[config.mk]
export PLATFORM = sky130hd
export DESIGN_NAME = mem_arbiter
export DESIGN_NICKNAME = d
export VERILOG_FILES = /design/src/rtl/rv32i_types.sv /design/src/rtl/mem_arbiter.sv
export SDC_FILE = /design/constraint.sdc
export NUM_CORES = 1
export LEC_CHECK = 0
export ABC_AREA = 1
export ABC_CLOCK_PERIOD_IN_PS = 1230
export CAP_MARGIN = 20
export CORE_UTILIZATION = 34
export CTS_CLUSTER_SIZE = 25
export DETAILED_ROUTE_END_ITERATION = 10
export GPL_TIMING_DRIVEN = 1
export PLACE_DENSITY = 0.79
export SLEW_MARGIN = 40
export SYNTH_ARGS = -nofsm -noshare
export SYNTH_HDL_FRONTEND = slang
export SYNTH_SLANG_ARGS = --single-unit
[constraint.sdc]
create_clock -name clk -period 1.23 [get_ports clk]
set_input_delay 0.123 -clock clk [delete_from_list [all_inputs] [get_ports clk]]
set_output_delay 0.123 -clock clk [all_outputs]
set_load 0.05 [all_outputs]
[src/rtl/rv32i_types.sv]
// Shared types for the memory arbiter: 32-bit word, arbiter state encoding
// and the default starvation bound for the instruction port.
package rv32i_types;

  typedef logic [31:0] rv32i_word;

  typedef enum logic [1:0] {
    IDLE    = 2'd0,
    SERVE_A = 2'd1,
    SERVE_B = 2'd2
  } arb_state_t;

  // Consecutive data-port grants tolerated while the instruction port waits.
  localparam int STARVE_LIMIT_DEFAULT = 4;

endpackage

[src/rtl/mem_arbiter.sv]
// Two-port to single physical-memory arbiter. Port B (data) normally wins
// ties; port A (instruction) is forced after STARVE_LIMIT consecutive B grants.
//
//   state   | meaning
//   --------+--------------------------------------------------------
//   IDLE    | no pmem transaction; arbitrate and latch the winner
//   SERVE_A | port-A read outstanding on pmem, wait for pmem_resp
//   SERVE_B | port-B read or write outstanding on pmem, wait for pmem_resp
module mem_arbiter
  import rv32i_types::*;
#(
  parameter int STARVE_LIMIT = STARVE_LIMIT_DEFAULT
) (
  input  logic       clk,
  input  logic       reset_n,
  // port A (instruction)
  input  logic       read_a,
  input  rv32i_word  address_a,
  output logic       resp_a,
  output rv32i_word  rdata_a,
  // port B (data)
  input  logic       read_b,
  input  logic       write,
  input  logic [3:0] wmask,
  input  rv32i_word  address_b,
  input  rv32i_word  wdata,
  output logic       resp_b,
  output rv32i_word  rdata_b,
  // physical memory
  output logic       pmem_read,
  output logic       pmem_write,
  output rv32i_word  pmem_address,
  output rv32i_word  pmem_wdata,
  output logic [3:0] pmem_wmask,
  input  logic       pmem_resp,
  input  rv32i_word  pmem_rdata
);

  localparam int CNT_W = $clog2(STARVE_LIMIT + 1);
  localparam logic [CNT_W-1:0] LIMIT_C = CNT_W'(STARVE_LIMIT);

  arb_state_t       r_state;
  arb_state_t       w_next_state;
  logic [CNT_W-1:0] r_starve_cnt;
  rv32i_word        r_addr;
  rv32i_word        r_wdata;
  logic [3:0]       r_wmask;
  logic             r_is_write;
  logic             w_req_b;
  logic             w_grant_a;
  logic             w_grant_b;

  assign w_req_b = read_b | write;

  // State register; reset drops any in-flight transaction immediately.
  always_ff @(posedge clk or negedge reset_n) begin
    if (!reset_n) r_state <= IDLE;
    else          r_state <= w_next_state;
  end

  // Arbitration and next-state: grants only happen from IDLE.
  always_comb begin
    w_next_state = r_state;
    w_grant_a    = 1'b0;
    w_grant_b    = 1'b0;
    case (r_state)
      IDLE: begin
        if (read_a && w_req_b) begin
          if (r_starve_cnt == LIMIT_C) w_grant_a = 1'b1;
          else                         w_grant_b = 1'b1;
        end else if (read_a) begin
          w_grant_a = 1'b1;
        end else if (w_req_b) begin
          w_grant_b = 1'b1;
        end
        if (w_grant_a)      w_next_state = SERVE_A;
        else if (w_grant_b) w_next_state = SERVE_B;
      end
      SERVE_A, SERVE_B: begin
        if (pmem_resp) w_next_state = IDLE;
      end
      default: w_next_state = IDLE;
    endcase
  end

  // Starvation counter: counts B wins over a waiting A, saturating at the limit.
  always_ff @(posedge clk or negedge reset_n) begin
    if (!reset_n) begin
      r_starve_cnt <= '0;
    end else if (r_state == IDLE) begin
      if (w_grant_a || !read_a)
        r_starve_cnt <= '0;
      else if (w_grant_b && (r_starve_cnt != LIMIT_C))
        r_starve_cnt <= r_starve_cnt + CNT_W'(1);
    end
  end

  // Request latch: pmem sees only the values captured at grant time.
  always_ff @(posedge clk or negedge reset_n) begin
    if (!reset_n) begin
      r_addr     <= '0;
      r_wdata    <= '0;
      r_wmask    <= '0;
      r_is_write <= 1'b0;
    end else if (w_grant_a) begin
      r_addr     <= address_a;
      r_wdata    <= '0;
      r_wmask    <= '0;
      r_is_write <= 1'b0;
    end else if (w_grant_b) begin
      r_addr     <= address_b;
      r_wdata    <= wdata;
      r_wmask    <= wmask;
      r_is_write <= write;   // write wins when read_b is also high
    end
  end

  assign pmem_read    = (r_state == SERVE_A) || ((r_state == SERVE_B) && !r_is_write);
  assign pmem_write   = (r_state == SERVE_B) && r_is_write;
  assign pmem_address = r_addr;
  assign pmem_wdata   = r_wdata;
  assign pmem_wmask   = r_wmask;

  assign resp_a  = pmem_resp && (r_state == SERVE_A);
  assign resp_b  = pmem_resp && (r_state == SERVE_B);
  assign rdata_a = pmem_rdata;
  assign rdata_b = pmem_rdata;

endmodule

==> results.md <==
* CTS tree: built
* Design area at 8030 sq um
* Leak Pwr at 0.00396 uW
* Setup-failing EPs final at 78
* Hold Path End: rdata_a[1]
* Yosys synthesis warning count at 0
* CTS clk-pin slew, worst paths at 0.06 ns
* Total GRT Usage at 22.0%
* Routed WL per cell at 17.3 um
* Row cnt at 40
* Post-synth top area share at 42.8%
* Worst skew pair latency at around 0.33 ns
* Max Clock Skew at 0.00973 ns
* Slew at the pin closest to its max-slew limit at 0.409 ns
* Top cells by area, synth: dfrtp_1, nand2_1, buf_4
* DR vias/cell at around 4.6
* Worst setup EP type: output port
* Worst path required time at 1.11 ns
* Fin crit share at 124%
* Global-route wire length before repair at 21.7 mm
* Synth area leader: dfrtp_1
* Setup TNS at -17.30 ns
* Top cells by count, synth: nand2_1, dfrtp_1, inv_1, buf_4, a21oi_2
* DR vias at 4,045
* DRT iter0 DRCs at 210
* Netlist cell types at 19
* RSZ-0062 raised after global routing: yes
* Ant diodes at 0
* Layout Nets at 842
* Number of global-route vias before repair at 4,057
* Critical path launch point type: flip-flop
* Post-synth top flop: dfrtp_1
* Largest net degree at the start of global routing at 75
* Relative slew slack at 72.8%
* Worst-path maximum fanout at 3
* Register area at 1850 sq um
* Mean Syn Cell Area at 7.96 sq um
* Asr flop ratio synth at 100%
* Sequential area share after synthesis at 42.8%
* Layout cells sized above 1 at 38.5%
* Fin worst setup slack at -0.290 ns
* Peak supply drop at roughly 1.3 mV
* CTS Buf Count at 9
* Clk root buf: clkbuf_16
* Worst hold path stage count at 0
* Placed Instance Area at between 6000 and 7000 sq um
* MaxCap Viol Count at 0
* Hold Startpoint: pmem_rdata[1]
* Flop and latch count out of synthesis at 74
* Status: finished with violations
* Placed insts at 826
* Ports at 274
* Area of the multi-input gates at between 1500 and 2000 sq um
* Crit path DAT at 1.40 ns
* Die area at 13,200 sq um
* Initial antenna violation count at 0
* Power Dens Cells at between 3000 and 4000 nW/um^2
* CTS max path bufs at 2
* Tot Pwr at 24,600 uW
* Gpl congestion at 0.746
* Post-Syn Area at about 4300 sq um
* Die W at about 110 um
* Failing checks: negative setup slack
* Highest clock rate at 658 MHz
* Final Non-Filler Cells at ~870
* Final hold viol count at 0
* DRC viols at 0
* Setup CP Type: reg -> out
* Period minus WS final at about 1.5 ns
* DP HPWL at 8.46 mm
* PortBufs at 177
* TritonRoute pass-1 iters at 4
* Area grow syn2layout at 85.7%
* Final ANT Viol Nets at 0
* Post-synth EDFFs at 0
* Max-slew violation count at 0
* Die height at approximately 110 um
* CTS sink count at 74
* FF-to-FF setup slack at -0.27 ns
* Synthesized instance count at 543
* Depth of the CTS H-tree at 3
* Grt total ovfl at 0
* Crit Reg-Reg Endpoint: pmem_wdata[7]
* Layout fillers at 910
* Count leader, synth: nand2_1
* Tightest Hold Check Type: in -> out
* Initial Util at between 30 and 40%
* Reg2Reg Depth at 9
* Worst r2r src: r_state[0]
* Syn nets at 686
* Core area at 12,200 sq um
* Overall routed net length at 15.1 mm
## cell type report
cell class	instances	area share [%]
well taps	168	2.62
repair buffers	231	42.3
multi-input cells	306	24.0
clock inverters	6	1.42
flip-flops and latches	74	23.1
inverters	77	3.82
clock buffers	10	2.85
## state kept, by name, summed over array words and instances (netlist names)
name          cells
r_starve_cnt      3
r_state           2
r_is_write        1
pmem_address     32
pmem_wmask        4
pmem_wdata       32
## timing repair
action | in CTS | in global routing
buffers inserted | 10 | 3
gates resized for setup | 74 | 62
hold buffers | 1 | 0
hold endpoints to repair | 74 | 0
cloned | 14 | 5
pin swaps | 10 | 30
endpoints found under the setup margin | 77 | 78
## worst max path at each step
stage	start	endpoint	cells past startpoint
6_report	r_state[0]	pmem_read	5
5_1_grt	r_state[0]	pmem_wdata[30]	9
4_1_cts	r_state[0]	pmem_read	4
2_1_floorplan	r_starve_cnt[0]	pmem_wdata[10]	9
3_5_place_dp	write	pmem_address[30]	8
3_3_place_gp	write	pmem_address[21]	8
## critical path: stages (launching register included)
cell and delay (ns):
dfrtp_1 0.37, inv_2 0.06, buf_6 0.12, ha_4 0.17
a21o_1 0.20, buf_12 0.16
## power breakdown
| part | internal [uW] | switching (uW) |
|---|---|---|
| Combinational | 8050 | 8440 |
| Sequential | 3610 | 1370 |
| Clock | 1990 | 1090 |
| Total | 13700 | 10900 |
## logic make-up after synthesis
family,synth area share (%)
AO/OA/AOI/OAI,7.06
XOR/XNOR,0.203
adder cells (fa/ha/maj),1.45
buffers and inverters,22.0
flip-flops,42.8
AND/OR/NAND/NOR,26.4
## cell usage in the layout, fill, tap and decap left out, types with 2 or more instances in the layout
| cell | Yosys | routed |
|---|---|---|
| a21oi_2 | 30 | 29 |
| a21oi_4 | 0 | 3 |
| buf_12 | 0 | 84 |
| buf_16 | 0 | 11 |
| buf_4 | 69 | 14 |
| buf_6 | 8 | 11 |
| buf_8 | 0 | 2 |
| bufinv_16 | 0 | 3 |
| clkbuf_16 | 0 | 13 |
| clkdlybuf4s50_1 | 0 | 104 |
| clkinvlp_4 | 0 | 2 |
| dfrtp_1 | 74 | 74 |
| ha_4 | 0 | 4 |
| inv_1 | 74 | 67 |
| inv_2 | 3 | 8 |
| inv_6 | 0 | 2 |
| nand2_1 | 215 | 169 |
| nand2_2 | 2 | 40 |
| nand2_4 | 1 | 7 |
| nand2_8 | 0 | 4 |
| nand3_1 | 19 | 11 |
| nand3_2 | 21 | 23 |
| nand3_4 | 0 | 6 |
| o21ai_1 | 1 | 2 |
## stage by stage
step                      util [%]  hold WS, ns  setup slack, ns
after floorplan                  -       -0.173          -0.0698
after global placement        54.8        0.173           -0.262
after detailed placement      54.8        0.170           -0.303
after CTS                     63.3        0.246           -0.252
after global routing          65.7        0.246           -0.347
final                         65.7        0.246           -0.290
## layer usage
| metal | track usage [%] | up-vias | part of all wire [%] |
|---|---|---|---|
| li1 | - | 1881 | - |
| met1 | 23.9 | 1917 | 37 |
| met2 | 39.4 | 205 | 52 |
| met3 | 7.85 | 42 | 8.6 |
| met4 | 7.71 | 0 | 3.1 |
| met5 | 0 | - | 0 |
Note: power is estimated with default switching activity, not from simulation.
